[config.mk]
export PLATFORM = sky130hd
export DESIGN_NAME = neuron_step_controller_flat
export DESIGN_NICKNAME = d
export VERILOG_FILES = /design/src/rtl/neuron_step_controller_if.sv /design/src/rtl/neuron_step_controller.sv /design/src/flat_wrapper.sv
export SDC_FILE = /design/constraint.sdc
export NUM_CORES = 1
export LEC_CHECK = 0
export BUFFER_PORTS_ARGS = -buffer_cell sky130_fd_sc_hd__buf_2
export CORE_MARGIN = 4
export CORE_UTILIZATION = 38
export CTS_CLUSTER_SIZE = 28
export DETAILED_ROUTE_END_ITERATION = 10
export SYNTH_ARGS = -nofsm -noshare
export SYNTH_HDL_FRONTEND = slang
export SYNTH_SLANG_ARGS = --single-unit
[constraint.sdc]
create_clock -name clk -period 3.04 [get_ports clk]
set_input_delay 0.304 -clock clk [delete_from_list [all_inputs] [get_ports clk]]
set_output_delay 0.304 -clock clk [all_outputs]
set_load 0.01 [all_outputs]
[src/rtl/neuron_step_controller_if.sv]
// Control handshake between the step controller, the neuron core and the
// spike-event consumer (NoC packetiser).
//   master: the step controller
//   slave : the core and the event consumer
interface neuron_step_controller_if #(
  parameter int ID_W = 4
) ();

  // core control
  logic [ID_W-1:0] core_sel;
  logic            core_start_update;
  logic            core_start_reset;
  logic            core_busy;
  logic            core_spike;

  // spike event stream
  logic            evt_valid;
  logic [ID_W-1:0] evt_id;
  logic            evt_ready;

  modport master (
    output core_sel,
    output core_start_update,
    output core_start_reset,
    input  core_busy,
    input  core_spike,
    output evt_valid,
    output evt_id,
    input  evt_ready
  );

  modport slave (
    input  core_sel,
    input  core_start_update,
    input  core_start_reset,
    output core_busy,
    output core_spike,
    input  evt_valid,
    input  evt_id,
    output evt_ready
  );

endinterface

[src/rtl/neuron_step_controller.sv]
// Time-step controller for the neuron core.
//
// Each time step walks every neuron index in order:
//   1. issue an update to the core
//   2. if the update spikes, queue the index as a spike event
//   3. then issue a reset to the core
// Spike events are buffered in a small FIFO that feeds the NoC packetiser.
// The FIFO is not cleared between steps, so the consumer may keep draining it
// while the next step runs.
//
// state    | meaning
// ---------+------------------------------------------------------------
// IDLE     | waiting for step_start
// UPD_REQ  | core_start_update pulse for the current index
// UPD_ACK  | waiting for the core to raise busy after the update request
// UPD_WAIT | update running; decide on spike when busy falls
// PUSH     | queue the spiking index; stalls while the FIFO is full
// RST_REQ  | core_start_reset pulse for the current index
// RST_ACK  | waiting for the core to raise busy after the reset request
// RST_WAIT | reset running; leave when busy falls
// NEXT     | advance the index, or finish after the last neuron
// DONE     | step_done pulse, then back to IDLE
module neuron_step_controller #(
  parameter int NUM_NEURONS = 16,
  parameter int ID_W        = 4,
  parameter int FIFO_DEPTH  = 8
) (
  input  logic                    clk,
  input  logic                    rst,
  input  logic                    step_start,
  output logic                    step_busy,
  output logic                    step_done,
  output logic [ID_W:0]           step_spike_count,
  neuron_step_controller_if.master bus
);

  localparam int AW = $clog2(FIFO_DEPTH);

  localparam logic [ID_W-1:0] LAST_IDX  = ID_W'(NUM_NEURONS - 1);
  localparam logic [ID_W:0]   MAX_COUNT = (ID_W + 1)'(NUM_NEURONS);

  localparam logic [3:0] IDLE     = 4'd0;
  localparam logic [3:0] UPD_REQ  = 4'd1;
  localparam logic [3:0] UPD_ACK  = 4'd2;
  localparam logic [3:0] UPD_WAIT = 4'd3;
  localparam logic [3:0] PUSH     = 4'd4;
  localparam logic [3:0] RST_REQ  = 4'd5;
  localparam logic [3:0] RST_ACK  = 4'd6;
  localparam logic [3:0] RST_WAIT = 4'd7;
  localparam logic [3:0] NEXT     = 4'd8;
  localparam logic [3:0] DONE     = 4'd9;

  logic [3:0]      state;
  logic [ID_W-1:0] index;

  logic [ID_W-1:0] fifo_mem [FIFO_DEPTH];
  logic [AW:0]     wr_ptr;
  logic [AW:0]     rd_ptr;
  logic            fifo_empty;
  logic            fifo_full;
  logic            do_push;
  logic            do_pop;

  assign fifo_empty = (wr_ptr == rd_ptr);
  assign fifo_full  = (wr_ptr[AW] != rd_ptr[AW]) &&
                      (wr_ptr[AW-1:0] == rd_ptr[AW-1:0]);

  // A pop in the same cycle frees the slot, so a full FIFO can still accept
  // the push; the slot being written is the one being read out this cycle.
  assign do_pop  = !fifo_empty && bus.evt_ready;
  assign do_push = (state == PUSH) && (!fifo_full || do_pop);

  // Step sequencing: walk the indices, handshake with the core, count spikes.
  always_ff @(posedge clk or posedge rst) begin
    if (rst) begin
      state            <= IDLE;
      index            <= '0;
      step_busy        <= 1'b0;
      step_spike_count <= '0;
    end else begin
      case (state)
        IDLE: begin
          if (step_start) begin
            index            <= '0;
            step_spike_count <= '0;
            step_busy        <= 1'b1;
            state            <= UPD_REQ;
          end
        end
        UPD_REQ: begin
          state <= UPD_ACK;
        end
        UPD_ACK: begin
          if (bus.core_busy) begin
            state <= UPD_WAIT;
          end
        end
        UPD_WAIT: begin
          if (!bus.core_busy) begin
            state <= bus.core_spike ? PUSH : NEXT;
          end
        end
        PUSH: begin
          if (do_push) begin
            if (step_spike_count != MAX_COUNT) begin
              step_spike_count <= step_spike_count + 1'b1;
            end
            state <= RST_REQ;
          end
        end
        RST_REQ: begin
          state <= RST_ACK;
        end
        RST_ACK: begin
          if (bus.core_busy) begin
            state <= RST_WAIT;
          end
        end
        RST_WAIT: begin
          if (!bus.core_busy) begin
            state <= NEXT;
          end
        end
        NEXT: begin
          if (index == LAST_IDX) begin
            state <= DONE;
          end else begin
            index <= index + 1'b1;
            state <= UPD_REQ;
          end
        end
        DONE: begin
          step_busy <= 1'b0;
          state     <= IDLE;
        end
        default: begin
          state <= IDLE;
        end
      endcase
    end
  end

  // Spike event FIFO: storage and wrap-bit pointers.
  always_ff @(posedge clk or posedge rst) begin
    if (rst) begin
      wr_ptr <= '0;
      rd_ptr <= '0;
      for (int i = 0; i < FIFO_DEPTH; i++) begin
        fifo_mem[i] <= '0;
      end
    end else begin
      if (do_push) begin
        fifo_mem[wr_ptr[AW-1:0]] <= index;
        wr_ptr                   <= wr_ptr + 1'b1;
      end
      if (do_pop) begin
        rd_ptr <= rd_ptr + 1'b1;
      end
    end
  end

  // The core only ever sees the index held in the register, which moves in
  // NEXT while the core is idle.
  assign bus.core_sel          = index;
  assign bus.core_start_update = (state == UPD_REQ);
  assign bus.core_start_reset  = (state == RST_REQ);
  assign step_done             = (state == DONE);

  // Head data comes straight from the storage flops.
  assign bus.evt_valid = !fifo_empty;
  assign bus.evt_id    = fifo_mem[rd_ptr[AW-1:0]];

endmodule

[src/flat_wrapper.sv]
// flat-port wrapper written by rule: the top's interface ports become plain ports
module neuron_step_controller_flat 
#(
  parameter int NUM_NEURONS = 16,
  parameter int ID_W        = 4,
  parameter int FIFO_DEPTH  = 8
)
  (clk, rst, step_start, step_busy, step_done, step_spike_count, bus_core_sel, bus_core_start_update, bus_core_start_reset, bus_core_busy, bus_core_spike, bus_evt_valid, bus_evt_id, bus_evt_ready);
  neuron_step_controller_if #(.ID_W(ID_W)) bus_i ();
  input  logic clk;
  input  logic rst;
  input  logic step_start;
  output logic step_busy;
  output logic step_done;
  output logic [ID_W:0] step_spike_count;
  output wire logic [$bits(bus_i.core_sel)-1:0] bus_core_sel;
  output wire logic [$bits(bus_i.core_start_update)-1:0] bus_core_start_update;
  output wire logic [$bits(bus_i.core_start_reset)-1:0] bus_core_start_reset;
  input wire logic [$bits(bus_i.core_busy)-1:0] bus_core_busy;
  input wire logic [$bits(bus_i.core_spike)-1:0] bus_core_spike;
  output wire logic [$bits(bus_i.evt_valid)-1:0] bus_evt_valid;
  output wire logic [$bits(bus_i.evt_id)-1:0] bus_evt_id;
  input wire logic [$bits(bus_i.evt_ready)-1:0] bus_evt_ready;
  assign bus_core_sel = bus_i.core_sel;
  assign bus_core_start_update = bus_i.core_start_update;
  assign bus_core_start_reset = bus_i.core_start_reset;
  assign bus_i.core_busy = bus_core_busy;
  assign bus_i.core_spike = bus_core_spike;
  assign bus_evt_valid = bus_i.evt_valid;
  assign bus_evt_id = bus_i.evt_id;
  assign bus_i.evt_ready = bus_evt_ready;
  neuron_step_controller #(.NUM_NEURONS(NUM_NEURONS), .ID_W(ID_W), .FIFO_DEPTH(FIFO_DEPTH)) u_core (.clk(clk), .rst(rst), .step_start(step_start), .step_busy(step_busy), .step_done(step_done), .step_spike_count(step_spike_count), .bus(bus_i));
endmodule
* After elaboration in Yosys (flattened, before gate mapping) *
Cells that the tools add are included.

word-level totals
  register bits after elaboration = 54
  input port bits = 6
  output and inout bits = 18
  logic and storage cells = 84

cells by class
  add/sub/neg operators = 4
  order comparisons = 3
  eq/ne operators = 22
  muxes and demuxes = 24
  bitwise operators = 2
  reductions and logical operators = 15

operators with widths
  operator               count
  $mux W4                13
  $pmux W4 S9            1
  $bwmux W32             1
  $eq A4 B3 Y1 const B   4
  $mux W5                3
  $ne A2 B2 Y1 const B   7
  $add A4 B1 Y4 const B  3
  $bmux W4 S3            1
  $demux W4 S3           1
  $eq A4 B4 Y1 const B   3
  $pmux W5 S2            1
  $eq A4 B2 Y1 const B   2
  $ge A4 B4 Y1 const B   2
  $not A3 Y4             2
  $pmux W4 S2            1
  $reduce_and A6 Y1      1
  $reduce_bool A2 Y1     3
  $add A5 B1 Y5 const B  1
  $ne A5 B5 Y1 const B   1
  $eq A4 B1 Y1 const B   1
  $eq A4 B4 Y1           1
  $logic_and A1 B1 Y1    4
  $logic_not A4 Y1       1
  $lt A4 B1 Y1 const B   1
  other kinds (10)       11

* Logic depth before layout (Yosys ltp) *
Gate-level depths: netlist (run 1).

  word-level depth = 7
  gate-level depth with buffers = 7
  mapped depth without buffers = 7

* Least setup slack after synthesis (run 1) *
Ideal clock, no wire load.

  kind = flip-flop to flip-flop
  start = register u_core.state[0]
  end = register u_core.fifo_mem[0] (netlist bit)
  library setup time = 0.125 ns
  arrival = 1.752 ns
  required time = 2.915 ns
  setup slack = 1.163 ns
  stages on the path, launching flop included = 8
  path buffers = 2
  period minus slack after synthesis = 1.877 ns
  cells stage by stage = dfrtp_1 -> buf_2 -> nor3_4 -> nand2_2 -> a21oi_2 -> and4_4 -> buf_6 -> mux2_4

on the way
  cells in the longest elaborated chain, start to end = 2

ends and longest elaborated chain
  item                            line                           source
  start: declaration              neuron_step_controller.sv:53   logic [3:0] state;
  start signal: assignment        neuron_step_controller.sv:100  state <= bus.core_spike ? PUSH : NEXT;
  $eq A4 B3 Y1                    neuron_step_controller.sv:71   assign do_push = (state == PUSH) && (!fifo_full || do_pop);
  $logic_and A1 B1 Y1             neuron_step_controller.sv:71
  end signal: indexed assignment  neuron_step_controller.sv:153  fifo_mem[wr_ptr[AW-1:0]] <= index;
  end: declaration                neuron_step_controller.sv:56   logic [ID_W-1:0] fifo_mem [FIFO_DEPTH];

No other way between the ends.
A chain may end at the register's enable or synchronous reset.

* Final worst setup path (run 1) *
  start = register u_core.rd_ptr[0]
  end = output bus_evt_id[0]

on the way
  cells in the longest elaborated chain, start to end = 4

ends and longest elaborated chain
  item                                        line                           source
  start: declaration                          neuron_step_controller.sv:58   logic [AW:0] rd_ptr;
  start signal: assignment                    neuron_step_controller.sv:157  rd_ptr <= rd_ptr + 1'b1;
  $not A3 Y4 (implied by the code)            neuron_step_controller.sv:171  assign bus.evt_id = fifo_mem[rd_ptr[AW-1:0]];
  $bmux W4 S3                                 neuron_step_controller.sv:171
  $mux W4 (implied by the code) (2 in a row)  neuron_step_controller.sv:171
  end: declaration                            flat_wrapper.sv:22             output wire logic [$bits(bus_i.evt_id)-1:0] bus_evt_id;

No other way between the ends. The select of a mux whose other input is x is not followed.

==> results.md, run 1 <==
- Initial antenna violation count: 0
- Setup-failing EPs final: 0
- Total global routing overflow: 0
- CP top delay family: multiplexers
- Max-slew violations: 0
- Placed instance count: ~330
- Filler instances: about 650
- Final ANT Viol Nets: 0
- CTS Hold Buffers Added: 0
- Via count: roughly 1.7k
- Post-synthesis sequential element count: 54
- Simple-gate area share of the yosys netlist: between 10 and 15%
- Commonest non-fill, non-tap cell in the layout: sky130_fd_sc_hd__dfrtp_1
- H-Tree Depth: 2
- Status: complete, no violations
- Relative slew slack: approximately half
- Detailed Route WL: between 5 and 6 mm
- Port Buf Inserts: 23
- Cell area after placement: 2950 µm²
- Die boundary height: about 94 µm
- Layout cell share with drive strength beyond 1: 38.1%
- Worst IR Drop VDD: around 0.42 mV
- Maximum number of pins on one net before global-route repair: 35
- Via count of the first global-routing pass: about 1.8k
- Setup repair after global routing missed its margin: false
- Post-CTS setup-driven buffer insertion count: 0
- Synthesized-area fraction occupied by xor and xnor cells: ~3.8%
- Post-layout instance count excluding filler cells: approximately 330
- Cell breakdown of the critical path: buf_4, mux4_2, mux2_2, buf_2
- Proportion of register bits with asynchronous set or reset after synthesis: 100%
- Post-route DRC violation count: 0
- Post-detailed-route wirelength per cell: 16.0 µm
- Number of search-and-repair iterations in the first detailed-routing pass: 4
- CTS Buf Count: 5
- Slowest library cell on the worst path: sky130_fd_sc_hd__dfrtp_1
- Critical path class: reg2out
- Cell Pwr Density: roughly 800 nW/µm²
- Number of endpoints with negative hold slack in the final report: 0
- Number of vias per cell after detailed routing: 5.13
- Worst-skew pair later-pin latency: slightly above 0.3 ns
- Wire length of the first global-routing pass: roughly 9 mm
- Total GRT Usage: between 10% and 20%
- Clock transition at path regs: 0.11 ns
- Post-synthesis instance area: between 2000 and 3000 µm²
- TritonCTS clock tree: built
- Number of enable flip-flop cells after synthesis: 0
- Element type at the critical path end: output port
- Worst path depth: 4
- Final clock skew: around 0.011 ns
- Min Clock Period, post-route: between 2 and 2.5 ns
- Syn avg cell area: 12.7 µm²
- Achievable Freq: 422 MHz
- Count of boundary I/O pins: 24
- Slew @ Worst Pin: about 0.72 ns
- Yosys cell types: between 40 and 50
- Sequential element share of the synthesized area: about half
- Required time at the endpoint of the critical path: roughly 2.7 ns
- CP bufs+invs: 2
- Post-synth net total: 230
- Maximum Capacitance Violations: 0
- Overall die area: roughly 9000 µm²
- Peak per-stage delay on the critical path: about 0.61 ns
- Dominant combinational cell family by area after synthesis: multiplexers
- Leakage: roughly 0.0014 µW
- First-iteration detailed-routing DRC count: 52
- Maximum number of buffers from clock root to sink: 2
- Die Wd: roughly 94 µm
- Adder-cell share of the synthesized area: under 10%
- Number of sinks on the clock net: between 50 and 60
- Most area-hungry cell type in the Yosys netlist: sky130_fd_sc_hd__dfrtp_1
- Top_reg_cell synth: sky130_fd_sc_hd__dfrtp_1
- Placement Rows: 30
- Top cells by area, synth: sky130_fd_sc_hd__dfrtp_1, sky130_fd_sc_hd__mux2_2, sky130_fd_sc_hd__mux4_2, sky130_fd_sc_hd__mux2_4, sky130_fd_sc_hd__ha_1
- Last weighted congestion value of the routability-driven placer: between 0.7 and 0.8
- Final cycle utilization of the critical path: about 80%
- Proportion of synthesized area in mux cells: 24.0%
- Fraction of synthesized cell area taken by the top area cell type: 48.5%
- CP Data Arrival Time: 2.06 ns
- Final antenna diode count: 0
- Post-DP HPWL: 3.75 mm
- Slack of the worst reg-to-reg path: about 0.81 ns
- Setup TNS: 0 ns
- Commonest cells after routing, fill and taps aside: sky130_fd_sc_hd__dfrtp_1, sky130_fd_sc_hd__mux2_2, sky130_fd_sc_hd__buf_2
- Type of the worst min-delay path: in2async
- Launching element type of the critical path: flop
- Synthesized instance count: around 220
- Number of nets in the layout: 247
- Post-synthesis to final-layout area growth: 8.84%
- Yosys warning count: 0
- Worst r2r path cells: 5
- Multi-input logic area: 1320 µm²
- Root buffer selected by CTS: sky130_fd_sc_hd__clkbuf_8
- Starting Density: between 40% and 50%
- Storage element area: between 1000 and 1500 µm²
- Largest fanout of any net on the critical path: 8
- Synthesized-area fraction occupied by ao, oa, aoi and oai cells: 5.16%
- Std-Cell Core Area: 6940 µm²
- Post-CTS sizing: 0
- Final Cell Area: 3030 µm²
[flip-flops by register name, summed over array words and instances (netlist names)]
| name | count |
|---|---|
| u_core.wr_ptr | 4 |
| u_core.state | 4 |
| u_core.bus.core_sel | 4 |
| u_core.fifo_mem | 32 |
| u_core.rd_ptr | 4 |
| u_core.step_busy | 1 |
| u_core.step_spike_count | 5 |
[power by group]
| part | leakage [µW] | switching [µW] | internal, µW |
|---|---|---|---|
| clock network | 0.0000444 | 242 | 160 |
| registers | 0.000724 | 324 | 909 |
| logic | 0.000648 | 363 | 430 |
[stage by stage]
step                      util, %  hold slack, ns  power [µW]  setup WS, ns
after floorplan                 -           0.462        1850          1.16
after global placement       42.5           0.466        2030         0.871
after detailed placement     42.5           0.470        2050         0.817
after CTS                    43.7           0.127        2460         0.617
after global routing         43.7           0.148        2630         0.524
final                        43.7          0.0991        2430         0.672
[cell usage after synthesis, drive strengths merged, types with 2 or more instances]
master  instances
a211oi          2
a21oi           5
a22o            2
and2            2
and3            3
buf            12
clkbuf          4
dfrtp          54
ha              5
inv             5
mux2           39
mux2i           2
mux4            8
nand2          12
nand3           6
nand4           3
nor2           11
nor2b           4
nor3            7
nor4bb          2
o21ai           7
xnor2           5
xor2            7
[path summary, 6_finish.rpt]
path / endpoint / start
max: bus_evt_id[0] / u_core.rd_ptr[0]$_DFFE_PP0P_
min: u_core.fifo_mem[12]$_DFFE_PP0P_ / rst
max reg2reg: u_core.fifo_mem[7]$_DFFE_PP0P_ / u_core.rd_ptr[1]$_DFFE_PP0P_
min reg2reg: u_core.wr_ptr[3]$_DFFE_PP0P_ / u_core.wr_ptr[3]$_DFFE_PP0P_
max in group asynchronous: u_core.fifo_mem[11]$_DFFE_PP0P_ / rst
min in group clk: u_core.state[2]$_DFFE_PP0P_ / bus_core_busy
[cell families after synthesis]
family          after synthesis
simple gates                 57
flops                        54
mux                          49
compound gates               21
buf+inv                      21
xor+xnor                     12
fa+ha+maj                     5
[metal layers]
layer  share of wire [%]  up-vias  track usage [%]
li1                    -      819                -
met3                 2.0        6             2.48
met1                  49      857             18.6
met2                  47       22             20.3
met4                 1.4        0             4.69
met5                   0        -                0
[cell type report]
cell class                      count  area share (%)
Clock buffer                        5            2.27
Clock inverter                      2           0.454
Inverter                            5           0.619
Multi-Input combinational cell    144            43.6
Sequential cell                    54            44.5
Tap cell                           96            3.96
Timing Repair Buffer               26            4.54
(Power assumes the default switching activity.)
==> run 2, diff against run 1 <==
Clock period 3.04 ns to 2.5 ns, I/O delays scaled along.
==> results.md, run 2 (synthesized netlist as in run 1, its figures left out) <==
- Status: complete, no violations
- Port Buf Inserts: 23 (unchanged)
- Pint: 1840 µW (+23%)
- Number of search-and-repair iterations in the first detailed-routing pass: 4 (unchanged)
- Number of nets in the layout: 249 (+0.81%)
- Min Clock Period, post-route: approximately 2.2 ns
- H-Tree Depth: 2 (unchanged)
- Total global routing overflow: 0 (unchanged)
- Layout cell share with drive strength beyond 1: 38.5% (+0.36 points)
- Final Cell Area: 3070 µm² (+1.2%)
- Part of the power in combinational logic: 35.2% (+2.5 points)
- Clock group share of total power: 16.3% (-0.2 points)
- Largest fanout of any net on the critical path: 10 (+2)
- Via count: 1699 (-0.29%)
- Achievable Freq: 460 MHz
- Met2 track utilization from global routing: 19.2% (-1.1 points)
- Cell area after placement: 2970 µm² (+0.68%)
- Leakage: 0.00143 µW (+1.3%)
- Largest register FFs: 32 (unchanged)
- Relative slew slack: 69.9% (+18 points)
- Type of the worst min-delay path: in2reg
- Layer carrying the most global-route usage: met2
- Switching power of the nets: 1110 µW (+20%)
- Met3 GRT Util: 2.56% (+0.080 points)
- Maximum number of pins on one net before global-route repair: 55 (+57%)
- Final ANT Viol Nets: 0 (unchanged)
- Post-route DRC violation count: 0 (unchanged)
- Critical path class: reg2reg
- Worst r2r path cells: 5 (unchanged)
- Post-detailed-route wirelength per cell: 15.0 µm (-6.1%)
- Filler instances: 641 (-1.5%)
- CTS Buf Count: 5 (unchanged)
- Element type at the critical path end: flop
- Placed instance count: 326 (+0.31%)
- Die Wd: 93.7 µm (unchanged)
- Maximum number of buffers from clock root to sink: 2 (unchanged)
- Die boundary height: 93.7 µm (unchanged)
- Post-layout instance count excluding filler cells: 335 (+0.90%)
- Maximum Capacitance Violations: 0 (unchanged)
- Placement Rows: 30 (unchanged)
- Cell Pwr Density: 964 nW/µm² (+20%)
- Initial antenna violation count: 0 (unchanged)
- Max-slew violations: 0 (unchanged)
- Overall die area: 8770 µm² (unchanged)
- Total GRT Usage: 12.7% (-0.49 points)
- Sequential share of power: 48.5% (-2.3 points)
- Final cycle utilization of the critical path: about 87%
- Total power: 2960 µW (+22%)
- WHS: 0.242 ns (+0.143 ns)
- Final clock skew: 0.00901 ns (-0.00247 ns)
- Worst IR Drop VDD: 0.427 mV (+0.66%)
- Crit path capture: u_core.fifo_mem[11]$_DFFE_PP0P_
- Setup repair after global routing missed its margin: false
- Slew @ Worst Pin: 0.451 ns (-0.273 ns)
- Commonest non-fill, non-tap cell in the layout: sky130_fd_sc_hd__dfrtp_1
- Via count of the first global-routing pass: 1648 (-6.1%)
- Number of endpoints with negative hold slack in the final report: 0 (unchanged)
- Setup TNS: 0 ns (unchanged)
- Min-Delay Path Depth: 4
- Root buffer selected by CTS: sky130_fd_sc_hd__clkbuf_8
- Post-synthesis to final-layout area growth: 10.1%
- Required time at the endpoint of the critical path: 2.69 ns (-0.05 ns)
- Register with the highest flop count: u_core.fifo_mem
- Wire length of the first global-routing pass: 8.71 mm (-3.4%)
- Clock transition at path regs: 0.10 ns (about the same)
- Commonest cells after routing, fill and taps aside: sky130_fd_sc_hd__dfrtp_1, sky130_fd_sc_hd__mux2_2, sky130_fd_sc_hd__buf_2
- Switching share of total power: 37.7% (-0.59 points)
- Terminus of the critical flop-to-flop path: u_core.fifo_mem[11]$_DFFE_PP0P_
- Std-Cell Core Area: 6940 µm² (unchanged)
- Launching element type of the critical path: flop
- Setup-failing EPs final: 0 (unchanged)
- Met1 usage: 18.2% (-0.44 points)
- Biggest registers after layout: u_core.fifo_mem: 32 flops, u_core.step_spike_count: 5 flops
- Worst Setup SP: u_core.state[0]$_DFFE_PP0P_
- Starting Density: 40.1% (unchanged)
- Count of boundary I/O pins: 24 (unchanged)
- Number of vias per cell after detailed routing: 5.07 (-1.2%)
- Slack of the worst reg-to-reg path: 0.33 ns (-0.48 ns)
- Post-CTS sizing: 0 (unchanged)
- First-iteration detailed-routing DRC count: 59 (+13%)
- Post-DP HPWL: 3.55 mm (-5.2%)
- CP Data Arrival Time: 2.36 ns (+0.30 ns)
- TritonCTS clock tree: built
- Number of sinks on the clock net: 54 (unchanged)
- Worst-skew pair later-pin latency: 0.30 ns (about the same)
- Launch instance of the worst register-to-register path: u_core.state[0]$_DFFE_PP0P_
- Final antenna diode count: 0 (unchanged)
- Detailed Route WL: 5.02 mm (-5.2%)
- Last weighted congestion value of the routability-driven placer: 0.706 (-3.2%)
## run 2: changes by cell type in the layout (fill, tap and decap cells not counted), sizes merged
cell	delta
buf	+1
clkinv	+1
dlygate4sd3	+1
## run 2: what timing repair did
item	CTS	global route
setup buffers	0	0
hold buffers	1	0
hold endpoints to repair	45	0
## run 2: cell type report
class,instances,area [µm²],area share [%]
clock buffers,5,68.8,2.24
clock inverters,3,18.8,0.611
inverters,5,18.8,0.611
multi-input cells,144,1320,43.1
flip-flops and latches,54,1350,44.0
well taps,96,120,3.91
repair buffers,28,168,5.46
## run 2: worst max-delay path: stages (launching register included)
cell	delay, ns
sky130_fd_sc_hd__dfrtp_1	0.51
sky130_fd_sc_hd__nor3_4	0.30
sky130_fd_sc_hd__nand2_2	0.16
sky130_fd_sc_hd__a21oi_2	0.37
sky130_fd_sc_hd__and4b_2	0.38
sky130_fd_sc_hd__mux2_2	0.34
## run 2: worst min path at each step
stage	start	endpoint	slack (ns)
finish	bus_core_busy	u_core.state[2]$_DFFE_PP0P_	0.24
global route	bus_core_busy	u_core.state[2]$_DFFE_PP0P_	0.25
CTS	bus_core_busy	u_core.state[2]$_DFFE_PP0P_	0.23
detailed placement	rst	u_core.step_busy$_DFFE_PP0P_	0.33
global placement	rst	u_core.step_busy$_DFFE_PP0P_	0.32
floorplan	bus_evt_ready	u_core.rd_ptr[2]$_DFFE_PP0P_	0.41
## run 2: power groups by stage
stage / clock network (µW) / logic, µW / registers (µW)
final: 483 / 1040 / 1430
after global placement: 0 / 1050 / 1440
after detailed placement: 0 / 1060 / 1450
after CTS: 507 / 1070 / 1430
after global routing: 537 / 1180 / 1490
after floorplan: 0 / 963 / 1280
## run 2: routing by layer
layer | vias up | share of wire [%]
met4 | 0 | 1.4
met3 | 4 | 3.0
met2 | 24 | 47
li1 | 821 | -
met5 | - | 0
met1 | 850 | 49
## run 2: metrics by stage
stage               setup slack, ns  util [%]
floorplan                     0.623         -
global placement              0.390      42.8
detailed placement            0.354      42.8
CTS                           0.339      44.2
global route                  0.121      44.2
finish                        0.327      44.2
==> run 3, diff against run 2 <==
Settings changed: GPL_TIMING_DRIVEN set to 1, MAX_ROUTING_LAYER set to met4.
==> results.md, run 3 (synthesized netlist as in run 1, its figures left out) <==
- Final cycle utilization of the critical path: 86.8% (-0.11 points)
- Post-CTS sizing: 0 (unchanged)
- Slew @ Worst Pin: 0.460 ns (+0.00918 ns)
- Relative slew slack: 69.3% (-0.61 points)
- Number of search-and-repair iterations in the first detailed-routing pass: 4 (unchanged)
- Switching share of total power: 37.7% (about the same)
- Overall die area: 8770 µm² (unchanged)
- Placement Rows: 30 (unchanged)
- Final ANT Viol Nets: 0 (unchanged)
- CP top delay family: simple AND/OR/NAND/NOR gates
- CTS Buf Count: 5 (unchanged)
- Clock transition at path regs: 0.10 ns (about the same)
- Slack of the worst reg-to-reg path: 0.33 ns (about the same)
- CP bufs+invs: 0 (unchanged)
- Element type at the critical path end: flop
- Commonest non-fill, non-tap cell in the layout: sky130_fd_sc_hd__dfrtp_1
- CP Data Arrival Time: 2.36 ns (about the same)
- Worst r2r path cells: 5 (unchanged)
- Maximum number of pins on one net before global-route repair: 55 (unchanged)
- Initial antenna violation count: 0 (unchanged)
- Filler instances: 641 (unchanged)
- Post-route DRC violation count: 0 (unchanged)
- Starting Density: 40.1% (unchanged)
- Setup repair after global routing missed its margin: false
- Largest register FFs: 32 (unchanged)
- Leakage: 0.00143 µW (unchanged)
- Worst-skew pair later-pin latency: 0.31 ns (about the same)
- H-Tree Depth: 2 (unchanged)
- Pint: 1840 µW (about the same)
- Post-CTS setup-driven buffer insertion count: 0 (unchanged)
- Via count of the first global-routing pass: 1653 (+0.30%)
- Switching power of the nets: 1110 µW (about the same)
- Total power: 2960 µW (about the same)
- Total GRT Usage: 13.0% (+0.33 points)
- Root buffer selected by CTS: sky130_fd_sc_hd__clkbuf_8
- Post-DP HPWL: 3.55 mm (unchanged)
- Post-detailed-route wirelength per cell: 15.0 µm (+0.14%)
- Status: complete, no violations
- First-iteration detailed-routing DRC count: 63 (+6.8%)
- Achievable Freq: 461 MHz (+0.13%)
- Wire length of the first global-routing pass: 8.69 mm (-0.23%)
- TritonCTS clock tree: built
- Final clock skew: 0.0103 ns (+0.00132 ns)
- Cell breakdown of the critical path: nor3_4, nand2_2, a21oi_2, and4b_2, mux2_2
- Maximum number of buffers from clock root to sink: 2 (unchanged)
- Std-Cell Core Area: 6940 µm² (unchanged)
- Setup TNS: 0 ns (unchanged)
- Number of endpoints with negative hold slack in the final report: 0 (unchanged)
- Port Buf Inserts: 23 (unchanged)
- Maximum Capacitance Violations: 0 (unchanged)
- Min Clock Period, post-route: 2.17 ns (-0.00277 ns)
- Commonest cells after routing, fill and taps aside: sky130_fd_sc_hd__dfrtp_1, sky130_fd_sc_hd__mux2_2, sky130_fd_sc_hd__buf_2
- Detailed Route WL: 5.03 mm (+0.14%)
- Peak per-stage delay on the critical path: 0.51 ns (about the same)
- Cell Pwr Density: 964 nW/µm² (about the same)
- Register with the highest flop count: u_core.fifo_mem
- Count of boundary I/O pins: 24 (unchanged)
- Clock group share of total power: 16.4% (about the same)
- Last weighted congestion value of the routability-driven placer: 0.714 (+1.1%)
- Sequential share of power: 48.5% (about the same)
- CTS Hold Buffers Added: 1 (unchanged)
- Biggest registers after layout: u_core.fifo_mem: 32 flops, u_core.step_spike_count: 5 flops
- Layout cell share with drive strength beyond 1: 38.5% (unchanged)
- Slowest library cell on the worst path: sky130_fd_sc_hd__dfrtp_1
- Setup-failing EPs final: 0 (unchanged)
- Post-synthesis to final-layout area growth: 10.1% (unchanged)
- Launching element type of the critical path: flop
- Die Wd: 93.7 µm (unchanged)
- Total global routing overflow: 0 (unchanged)
- Type of the worst min-delay path: in2reg
- Worst Setup SP: u_core.state[0]$_DFFE_PP0P_
- Number of sinks on the clock net: 54 (unchanged)
- Via count: 1703 (+0.24%)
- Max-slew violations: 0 (unchanged)
- Number of vias per cell after detailed routing: 5.08 (+0.24%)
- Number of nets in the layout: 249 (unchanged)
- Worst IR Drop VDD: 0.427 mV (about the same)
- Part of the power in combinational logic: 35.1% (about the same)
- Final antenna diode count: 0 (unchanged)
- Launch instance of the worst register-to-register path: u_core.state[0]$_DFFE_PP0P_
- Critical path class: reg2reg
- Terminus of the critical flop-to-flop path: u_core.fifo_mem[11]$_DFFE_PP0P_
- Crit path capture: u_core.fifo_mem[11]$_DFFE_PP0P_
- Required time at the endpoint of the critical path: 2.69 ns (about the same)
- Worst path depth: 5 (unchanged)
- Die boundary height: 93.7 µm (unchanged)
- Largest fanout of any net on the critical path: 10 (unchanged)
## run 3: worst min-delay path, cell delays in order
cell and delay (ns):
sky130_fd_sc_hd__buf_2 0.10, sky130_fd_sc_hd__nor2_1 0.06, sky130_fd_sc_hd__nand2_1 0.05, sky130_fd_sc_hd__a21oi_1 0.06
## run 3: stage by stage
| step | cell area (µm²) | hold slack (ns) | setup slack, ns | util, % | instances |
|---|---|---|---|---|---|
| 3_3_place_gp | 2970 | 0.324 | 0.390 | 42.8 | 326 |
| 6_report | 3070 | 0.242 | 0.330 | 44.2 | 335 |
| 2_1_floorplan | 2790 | 0.412 | 0.623 | - | 219 |
| 3_5_place_dp | 2970 | 0.327 | 0.354 | 42.8 | 326 |
| 4_1_cts | 3070 | 0.227 | 0.339 | 44.2 | 335 |
| 5_1_grt | 3070 | 0.251 | 0.121 | 44.2 | 335 |
## run 3: worst min path at each step
stage / from / to / slack [ns] / cells after the start
floorplan: bus_evt_ready / u_core.rd_ptr[2]$_DFFE_PP0P_ / 0.41 / 2
CTS: bus_core_busy / u_core.state[2]$_DFFE_PP0P_ / 0.23 / 4
finish: bus_core_busy / u_core.state[2]$_DFFE_PP0P_ / 0.24 / 4
detailed placement: rst / u_core.step_busy$_DFFE_PP0P_ / 0.33 / 3
global route: bus_core_busy / u_core.state[2]$_DFFE_PP0P_ / 0.25 / 4
global placement: rst / u_core.step_busy$_DFFE_PP0P_ / 0.32 / 3
## run 3: layout make-up
class,count,area [µm²],area share [%]
inverter,5,18.8,0.611
tap,96,120,3.91
clock buffer,5,68.8,2.24
timing repair buffer,28,168,5.46
multi-input combinational,144,1320,43.1
sequential,54,1350,44.0
clock inverter,3,18.8,0.611
## run 3: layer usage
layer  part of all wire (%)  global-route usage, %  vias up
li1                       -                      -      820
met1                     48                   18.1      853
met2                     47                   19.2       26
met3                    3.1                   2.48        4
met4                    1.2                   4.33        0
met5                      0                      -        -
## run 3: power by group through the flow
stage	combinational (µW)	sequential [µW]	clock, µW
finish	1040	1430	485
global route	1180	1490	536
CTS	1070	1430	507
detailed placement	1060	1450	0
global placement	1050	1440	0
floorplan	963	1280	0
